`src/rtl/axi_wr_arbiter.sv`:
```
// axi_wr_arbiter: round-robin write-path scheduler sharing one AXI slave
// write port between two masters (M0, M1). A grant is taken on the AW
// request and held through the W last beat until the B handshake.
// Optional watchdog: define AXI_WR_TIMEOUT_EN to build it. When it is not
// defined, timeout_err is tied low and a burst may wait indefinitely.
module axi_wr_arbiter #(
  parameter int TO_W     = 8,
  parameter int TO_LIMIT = 200
) (
  input  logic       ACLK,
  input  logic       ARESETn,
  input  logic       AWVALID_M0,
  input  logic       AWVALID_M1,
  output logic       AWREADY_M0,
  output logic       AWREADY_M1,
  output logic       AWVALID_S,
  input  logic       AWREADY_S,
  input  logic       WVALID_S,
  input  logic       WREADY_S,
  input  logic       WLAST_S,
  input  logic       BVALID_S,
  input  logic       BREADY_S,
  output logic [1:0] grant,
  output logic       w_en,
  output logic       AWHandShake,
  output logic       BHandShake,
  output logic       timeout_err
);

  localparam logic [1:0] ST_IDLE = 2'd0;
  localparam logic [1:0] ST_ADDR = 2'd1;
  localparam logic [1:0] ST_DATA = 2'd2;
  localparam logic [1:0] ST_RESP = 2'd3;

  logic [1:0] state;
  logic [1:0] state_nxt;
  logic [1:0] grant_nxt;
  logic       last;       // 1'b1: M1 was the most recent owner
  logic       last_nxt;
  logic       in_addr;
  logic       in_burst;   // DATA or RESP, the phases the watchdog covers
  logic       w_last_hs;
  logic       timeout_hit;

  assign in_addr  = (state == ST_ADDR);
  assign in_burst = (state == ST_DATA) || (state == ST_RESP);

  // Only the granted master's request reaches the slave, and only in ADDR.
  assign AWVALID_S   = in_addr && ((grant[0] && AWVALID_M0) || (grant[1] && AWVALID_M1));
  assign AWREADY_M0  = in_addr && AWREADY_S && grant[0];
  assign AWREADY_M1  = in_addr && AWREADY_S && grant[1];
  assign AWHandShake = AWVALID_S && AWREADY_S;
  assign w_en        = (state == ST_DATA);
  assign w_last_hs   = WVALID_S && WREADY_S && WLAST_S;
  assign BHandShake  = (state == ST_RESP) && BVALID_S && BREADY_S;
  assign timeout_err = timeout_hit;

`ifdef AXI_WR_TIMEOUT_EN
  logic [TO_W-1:0] wd_cnt;

  assign timeout_hit = in_burst && (wd_cnt == TO_W'(TO_LIMIT - 1));

  // Watchdog: counts burst cycles, clears outside a burst and on expiry.
  always_ff @(posedge ACLK or negedge ARESETn) begin
    if (!ARESETn) begin
      wd_cnt <= '0;
    end else if (in_burst && !timeout_hit) begin
      wd_cnt <= wd_cnt + TO_W'(1);
    end else begin
      wd_cnt <= '0;
    end
  end
`else
  assign timeout_hit = 1'b0;
`endif

  // Next-state, next-owner and round-robin history selection.
  always_comb begin
    state_nxt = state;
    grant_nxt = grant;
    last_nxt  = last;
    case (state)
      ST_IDLE: begin
        if (AWVALID_M0 && AWVALID_M1) begin
          // Tie: the master that did not own the port last time wins.
          grant_nxt = last ? 2'b01 : 2'b10;
          state_nxt = ST_ADDR;
        end else if (AWVALID_M0) begin
          grant_nxt = 2'b01;
          state_nxt = ST_ADDR;
        end else if (AWVALID_M1) begin
          grant_nxt = 2'b10;
          state_nxt = ST_ADDR;
        end else begin
          grant_nxt = 2'b00;
          state_nxt = ST_IDLE;
        end
      end
      ST_ADDR: begin
        // Grant is never revoked here; wait for the address handshake.
        if (AWHandShake) begin
          state_nxt = ST_DATA;
        end else begin
          state_nxt = ST_ADDR;
        end
      end
      ST_DATA: begin
        if (timeout_hit) begin
          state_nxt = ST_IDLE;
          grant_nxt = 2'b00;
          last_nxt  = grant[1];
        end else if (w_last_hs) begin
          state_nxt = ST_RESP;
        end else begin
          state_nxt = ST_DATA;
        end
      end
      ST_RESP: begin
        if (timeout_hit || BHandShake) begin
          state_nxt = ST_IDLE;
          grant_nxt = 2'b00;
          last_nxt  = grant[1];
        end else begin
          state_nxt = ST_RESP;
        end
      end
      default: begin
        state_nxt = ST_IDLE;
        grant_nxt = 2'b00;
        last_nxt  = last;
      end
    endcase
  end

  // Registered phase, owner and history; reset makes M0 win the first tie.
  always_ff @(posedge ACLK or negedge ARESETn) begin
    if (!ARESETn) begin
      state <= ST_IDLE;
      grant <= 2'b00;
      last  <= 1'b1;
    end else begin
      state <= state_nxt;
      grant <= grant_nxt;
      last  <= last_nxt;
    end
  end

endmodule
```
`config.mk`:
```
export PLATFORM = sky130hd
export DESIGN_NAME = axi_wr_arbiter
export DESIGN_NICKNAME = d
export VERILOG_FILES = /design/src/rtl/axi_wr_arbiter.sv
export SDC_FILE = /design/constraint.sdc
export NUM_CORES = 1
export LEC_CHECK = 0
export CAP_MARGIN = 40
export CORE_AREA = 4 4 41 43
export CTS_CLUSTER_SIZE = 12
export DETAILED_ROUTE_END_ITERATION = 12
export DIE_AREA = 0 0 45 47
export SYNTH_ARGS = -nofsm -noshare
export SYNTH_HDL_FRONTEND = slang
export SYNTH_SLANG_ARGS = --single-unit
```
`constraint.sdc`:
```
create_clock -name ACLK -period 1.7 [get_ports ACLK]
set_input_delay 0.51 -clock ACLK [delete_from_list [all_inputs] [get_ports ACLK]]
set_output_delay 0.51 -clock ACLK [all_outputs]
set_load 0.1 [all_outputs]
```
; After elaboration in Yosys (flattened, before gate mapping)
; Index checks and enable logic that the tools add are counted.
; W data, S select, Z words.
[totals]
wordCells = 37
ff_bits = 5
output_inout_bits = 9
in_bits = 10
[classes]
n_eq_ne = 4
n_reduce_logical = 17
n_mux = 13
[op_table]
columns = cell, count
row1 = $mux W2, 7
row2 = $logic_and A1 B1 Y1, 12
row3 = $pmux W2 S4, 1
row4 = $eq A2 B2 Y1 const B, 2
row5 = $mux W1, 4
row6 = $pmux W2 S2, 1
row7 = $reduce_and A2 Y1, 2
row8 = $eq A2 B1 Y1 const B, 1
row9 = $logic_not A2 Y1, 1
row10 = $ne A2 B2 Y1 const B, 1
row11 = $reduce_bool A2 Y1, 1
row12 = $logic_or A1 B1 Y1, 1

; Depth between registers and ports, before layout
; Gate-level depths: netlist (run 1).
[logic_depth]
ltp_word = 6
depth_mapped = 4
depth_no_buf = 3

; Worst setup path before layout (run 1)
; OpenSTA, ideal clock, no wires.
[synth_path]
kind = flip-flop to output port
startpoint = reg grant[0]
endpoint = out AWVALID_S
arrival_ns = 3.399
stages_incl_launch_ff = 3
slack_ns = -2.209
path_buffers = 0
required_ns = 1.190
path_cell_list = dfrtp_1 > a22oi_4 > nor3b_1
[synth_via]
elab_chain_len = 3
[synth_rtl]
columns = item, line
row1 = start: declaration, 23  ; output logic [1:0] grant,
row2 = start signal: assignment, 143  ; grant <= grant_nxt;
row3 = $logic_and A1 B1 Y1, 49  ; assign AWVALID_S = in_addr && ((grant[0] && AWVALID_M0) || (grant[1] && AWVALID_M1));
row4 = $logic_or A1 B1 Y1, 49
row5 = $logic_and A1 B1 Y1, 49
row6 = end: declaration, 16  ; output logic AWVALID_S,
; Every way passes these cells.

; Final worst setup path (run 1)
[layout_path]
startpoint = in AWVALID_M1
endpoint = out AWVALID_S
[layout_via]
elab_chain_len = 3
[layout_rtl]
columns = item, line
row1 = start: declaration, 13  ; input logic AWVALID_M1,
row2 = $logic_and A1 B1 Y1, 49
row3 = $logic_or A1 B1 Y1, 49
row4 = $logic_and A1 B1 Y1, 49
; Every way passes these cells.

==> results of run 1 <==
worst max-delay path, stage by stage:
cell and delay (ns):
clkdlybuf4s15_2 0.21, a22oi_4 0.08, nor3b_4 0.24, buf_12 0.20
final timing paths:
kind | from | slack [ns] | end
setup / recovery | AWVALID_M1 | -0.05 | AWVALID_S
hold / removal | ARESETn | 0.48 | state[1]$_DFF_PN0_
setup reg to reg | state[1]$_DFF_PN0_ | 0.39 | grant[0]$_DFFE_PN0P_
hold reg to reg | last$_DFFE_PN1P_ | 0.49 | last$_DFFE_PN1P_
max in group asynchronous | ARESETn | 0.97 | last$_DFFE_PN1P_
min in group ACLK | last$_DFFE_PN1P_ | 0.49 | last$_DFFE_PN1P_
placed cells by master (no fill, tap or decap), types with 2 or more instances in the layout:
master	n
o21ai_0	2
inv_1	2
nand2_1	2
nand3_1	3
clkdlybuf4s15_1	3
nor2_4	4
buf_12	8
buf_4	15
clkbuf_4	3
clkdlybuf4s50_1	4
dfrtp_4	2
final cells by class:
class	count	area share [%]
multi-input combinational	26	29.8
clock buffer	4	3.31
timing repair buffer	32	45.2
sequential	5	17.0
inverter	4	2.36
tap	15	2.36
routing by layer:
metal  vias to the layer above  part of all wire, %  track usage (%)
met5                         -                    0                0
met4                         0                    0             1.75
met3                         0                   10             7.66
met2                        19                   54             20.9
met1                       174                   36             11.0
li1                        195                    -                -
registers in the layout (all words and copies together), names as in the netlist:
name and flops:
state 2, last 1, grant 2
stage by stage:
step                setup TNS (ns)  total power, W  worst slack (ns)  area (sq um)  instances
finish                     -0.0912         0.00147           -0.0491           795         86
global route                -0.349         0.00154            -0.101           795         86
CTS                         -0.134         0.00148           -0.0625           798         86
detailed placement           -1.59         0.00126            -0.385           719         77
global placement             -1.61         0.00125            -0.388           719         77
floorplan                    -1.06        0.000894            -0.444           394         37
kinds of logic (layout without fill, tap and decap cells):
kind of cell,after synthesis,count (layout),synth area share (%)
compound gates,9,9,22.9
buf+inv,6,40,9.68
other cells,1,1,1.07
flops,5,5,36.2
simple gates,16,16,30.1
power breakdown:
part / internal [W] / switching, W / total [W]
sequential: 0.000194 / 0.0000728 / 0.000267
combinational: 0.000436 / 0.000624 / 0.00106
clock: 0.0000893 / 0.0000568 / 0.000146
total: 0.000719 / 0.000754 / 0.00147
what timing repair did:
action / in CTS / in global routing
setup endpoints to repair: 6 / 6
setup buffers: 5 / 0
pin swaps: 6 / 1
gates resized for setup: 14 / 3
==> flow_summary.toml, run 1 <==
[sta]
clock_skew_ns = 0.000959
setup_violations = 2
max_freq_ghz = 0.572
fin_crit_ns = 1.75
rsz0062_at_grt = "yes"
timing.final.max_slew_violations = 0
timing.final.crit_share_pct = 103
finalHoldViolCount = 0
whs_ns = 0.478
setup_ws_ns = -0.0491

[power]
power_density_nw_per_um2 = 1850
cellLeakagePower_nw = 0.338
peakVddDrop_v = 0.000780

[critical_path]
crit_type = "input port to output pin"
worstRegToRegCells = 6
crit_required_ns = 1.19
cp-end-kind = "output pin"
crit_fanout = 3
worstSetupStartpointType = "input port"
cp.arrival_ns = 1.24

[clock_network]
cts.sinks = 5
cts-root-buf = "clkbuf_4"
cts_tree = "done"
clockBufferDepth = 2
insertion_delay_ns = 0.25
clk_pin_slew_worst_paths_ns = 0.05
htreeDepth = 1
cts_buffers = 3
postCtsHoldBufs = 0

[outcome]
status = "finished, violations left"
violations = "setup timing"

[floorplanning]
fp.coreArea_sq_um = 1300
die_area_sq_um = 2120
ios = 19
rows = 13
chipWidth_microns = 45
chipHeight_microns = 47
initial_core_util_pct = 26.8

[drt]
dr.first_iter.drc_count = 6
first_pass_iters = 4
via_count = 388
via_per_inst = 4.51
drcViolationCount = 0
post_drt_wl_per_cell_microns = 11.5
ant_nets = 0
drt-total-wl_microns = 993

[global_route]
antenna_found_initial = 0
grt_overflow = 0
grt_pass1_wl_microns = 1640
grt_usage_pct = 11.5
grt_start_max_net_pins = 8
grt_pass1_vias = 410

[final_layout]
seq_area_sq_um = 135
area_growth_pct = 128
nFillCells = 129
utilization_pct = 61.1
fin_nets = 82
insertedDiodeCount = 0
multi_input_area_sq_um = 236
layout-drive-gt1-share_pct = 62.0

[synth]
yosysTopAreaCellShare_pct = 28.7
synth.largest_area_cell = "dfrtp_1"
yosys_warnings = 0
syn_area_per_cell_sq_um = 9.43
netlist_area_sq_um = 349
async_reset_ff_share_pct = 100
synth_edf_count = 0
ys_ff_latch = 5
synth_top_flop_cell = "dfrtp_1"
seq_area_frac_synth_pct = 36.2
synthCells = 37
synth.distinct_cells = 24
synthTopCellsByArea = "dfrtp_1 (29%), dfstp_2 (7.5%), a22oi_4 (6.1%), nand3b_4 (5.7%), nand3_1 (4.3%)"
synth_fp_nets = 47
synth_common_cells = "dfrtp_1 (4), inv_1 (4), nor2_1 (4)"

[place]
portBuffers = 17
dp_hpwl_microns = 783
globalplace.congestion = 0.704

[job]
max_cap_violations = 0

[worst_hold_path]
hp-class = "input port to asynchronous set/reset pin"
(Power assumes the default switching activity.)
==> run 2, diff against run 1 <==
Settings changed: REMOVE_ABC_BUFFERS from default to 1.
==> run 2 against run 1 <==
- the run still ends with setup timing left
- combinational power about the same
- largest cell class unchanged
- sequential share of layout area fell by 0.85 points
- final cell count increased by 7.0%
- first-iteration DRC count increased by 120%
- flip-flop and latch count stayed put
- via count rose by 9.0%
- clock skew up 0.0032 ns
==> flow_summary.toml, run 2 (same netlist as run 1, synthesis figures left out) <==
[drt]
via_count = 423
post_drt_wl_per_cell_microns = 11.9
dr.first_iter.drc_count = 13
first_pass_iters = 4
drcViolationCount = 0
drt-total-wl_microns = 1090
ant_nets = 0
via_per_inst = 4.60

[global_route]
grt_start_max_net_pins = 7
grt_usage_pct = 12.5
grt_pass1_wl_microns = 1880
grt_overflow = 0
grt_pass1_vias = 449
antenna_found_initial = 0

[critical_path]
slowest_stage = "dfrtp_2"
crit_required_ns = 1.19
crit_buf_inv = 1
regToRegSetupSlack_ns = 0.27
slowest_delay_ns = 0.44
worstSetupStartpointType = "flop"
cp-end-kind = "output pin"
cpLargestDelayFamily = "flip-flops"
crit_fanout = 4
cp.arrival_ns = 1.25
crit_type = "flop to output pin"
crit_chain = "nand3b_4, nor2_4, buf_12"

[final_layout]
fin_area_sq_um = 813
seq_area_sq_um = 131
layout-drive-gt1-share_pct = 64.9
final_cell_mix = "buf_4 (20), buf_12 (8), nor2_4 (4), dfrtp_2 (4), clkdlybuf4s50_1 (4)"
top_regs = "grant: 2 flops, state: 2 flops, last: 1 flops"
insertedDiodeCount = 0
multi_input_area_sq_um = 221
layout_commonest_cell = "buf_4"
fin_nets = 88
finalNonFillerCells = 92
area_growth_pct = 133
nFillCells = 114
utilization_pct = 62.5

[sta]
rsz0062_at_grt = "yes"
max_freq_ghz = 0.567
finalHoldViolCount = 0
timing.final.max_slew_violations = 0
setup_violations = 4
setup_ws_ns = -0.0641
clock_skew_ns = 0.00412
fin_crit_ns = 1.76
whs_ns = 0.488
setup_tns_ns = -0.125
timing.final.crit_share_pct = 104

[place]
dp_hpwl_microns = 801
place_inst = 77
place_area_sq_um = 674
globalplace.congestion = 0.786
portBuffers = 17

[floorplanning]
chipHeight_microns = 47
die_area_sq_um = 2120
chipWidth_microns = 45
rows = 13
initial_core_util_pct = 26.8
ios = 19
fp.coreArea_sq_um = 1300

[clock_network]
insertion_delay_ns = 0.24
clk_pin_slew_worst_paths_ns = 0.05
postCtsHoldBufs = 0
htreeDepth = 1
cts_buffers = 3
cts_tree = "done"
clockBufferDepth = 2
cts-root-buf = "clkbuf_4"
cts.sinks = 5

[outcome]
violations = "setup timing"
status = "finished, violations left"

[worst_hold_path]
hp-class = "input port to asynchronous set/reset pin"

[job]
max_cap_violations = 0

[power]
peakVddDrop_v = 0.00100
cellLeakagePower_nw = 0.379
power_density_nw_per_um2 = 1830
run 2: cell types whose count changed in the layout (fill, tap and decap cells not counted), sizes merged:
cell           before  now
clkdlybuf4s15       4    2
clkinvlp            1    0
inv                 3    4
buf                24   31
dlygate4sd2         0    1
run 2: report_power, final:
part / total, W / internal (W) / switching (W)
registers: 0.000261 / 0.000186 / 0.0000752
clock network: 0.000138 / 0.0000888 / 0.0000497
logic: 0.00109 / 0.000465 / 0.000624
total: 0.00149 / 0.000740 / 0.000749
run 2: layer usage:
layer	wire length [microns]	GRT usage, %	vias to the layer above
li1	-	-	207
met1	483	15.1	196
met2	519	20.1	20
met3	90	6.13	0
met4	0	2.92	0
met5	0	0	-
run 2: area by class of cell:
cell class	instances	area share [%]
clock buffer	4	3.23
sequential	5	16.2
inverter	4	1.85
tap	15	2.31
timing repair buffer	38	49.2
multi-input combinational	26	27.2
run 2: final timing paths:
| check | startpoint | cells past startpoint | end |
|---|---|---|---|
| max in group asynchronous | ARESETn | 1 | last$_DFFE_PN1P_ |
| min in group ACLK | last$_DFFE_PN1P_ | 2 | last$_DFFE_PN1P_ |
| worst min-delay path | ARESETn | 1 | state[1]$_DFF_PN0_ |
| worst max-delay path | state[1]$_DFF_PN0_ | 3 | AWHandShake |
| worst min register to register | last$_DFFE_PN1P_ | 2 | last$_DFFE_PN1P_ |
| worst max register to register | state[1]$_DFF_PN0_ | 7 | grant[0]$_DFFE_PN0P_ |
run 2: per-stage QoR:
stage / total power [W] / setup WS (ns)
2_1_floorplan: 0.000797 / -2.21
3_3_place_gp: 0.00117 / -0.447
3_5_place_dp: 0.00117 / -0.465
4_1_cts: 0.00144 / -0.0648
5_1_grt: 0.00156 / -0.0788
6_report: 0.00149 / -0.0641
run 2: repair_timing:
item	CTS	global route
endpoints found under the setup margin	6	6
pin swaps	4	3
gates resized for setup	24	3
buffers inserted	7	4
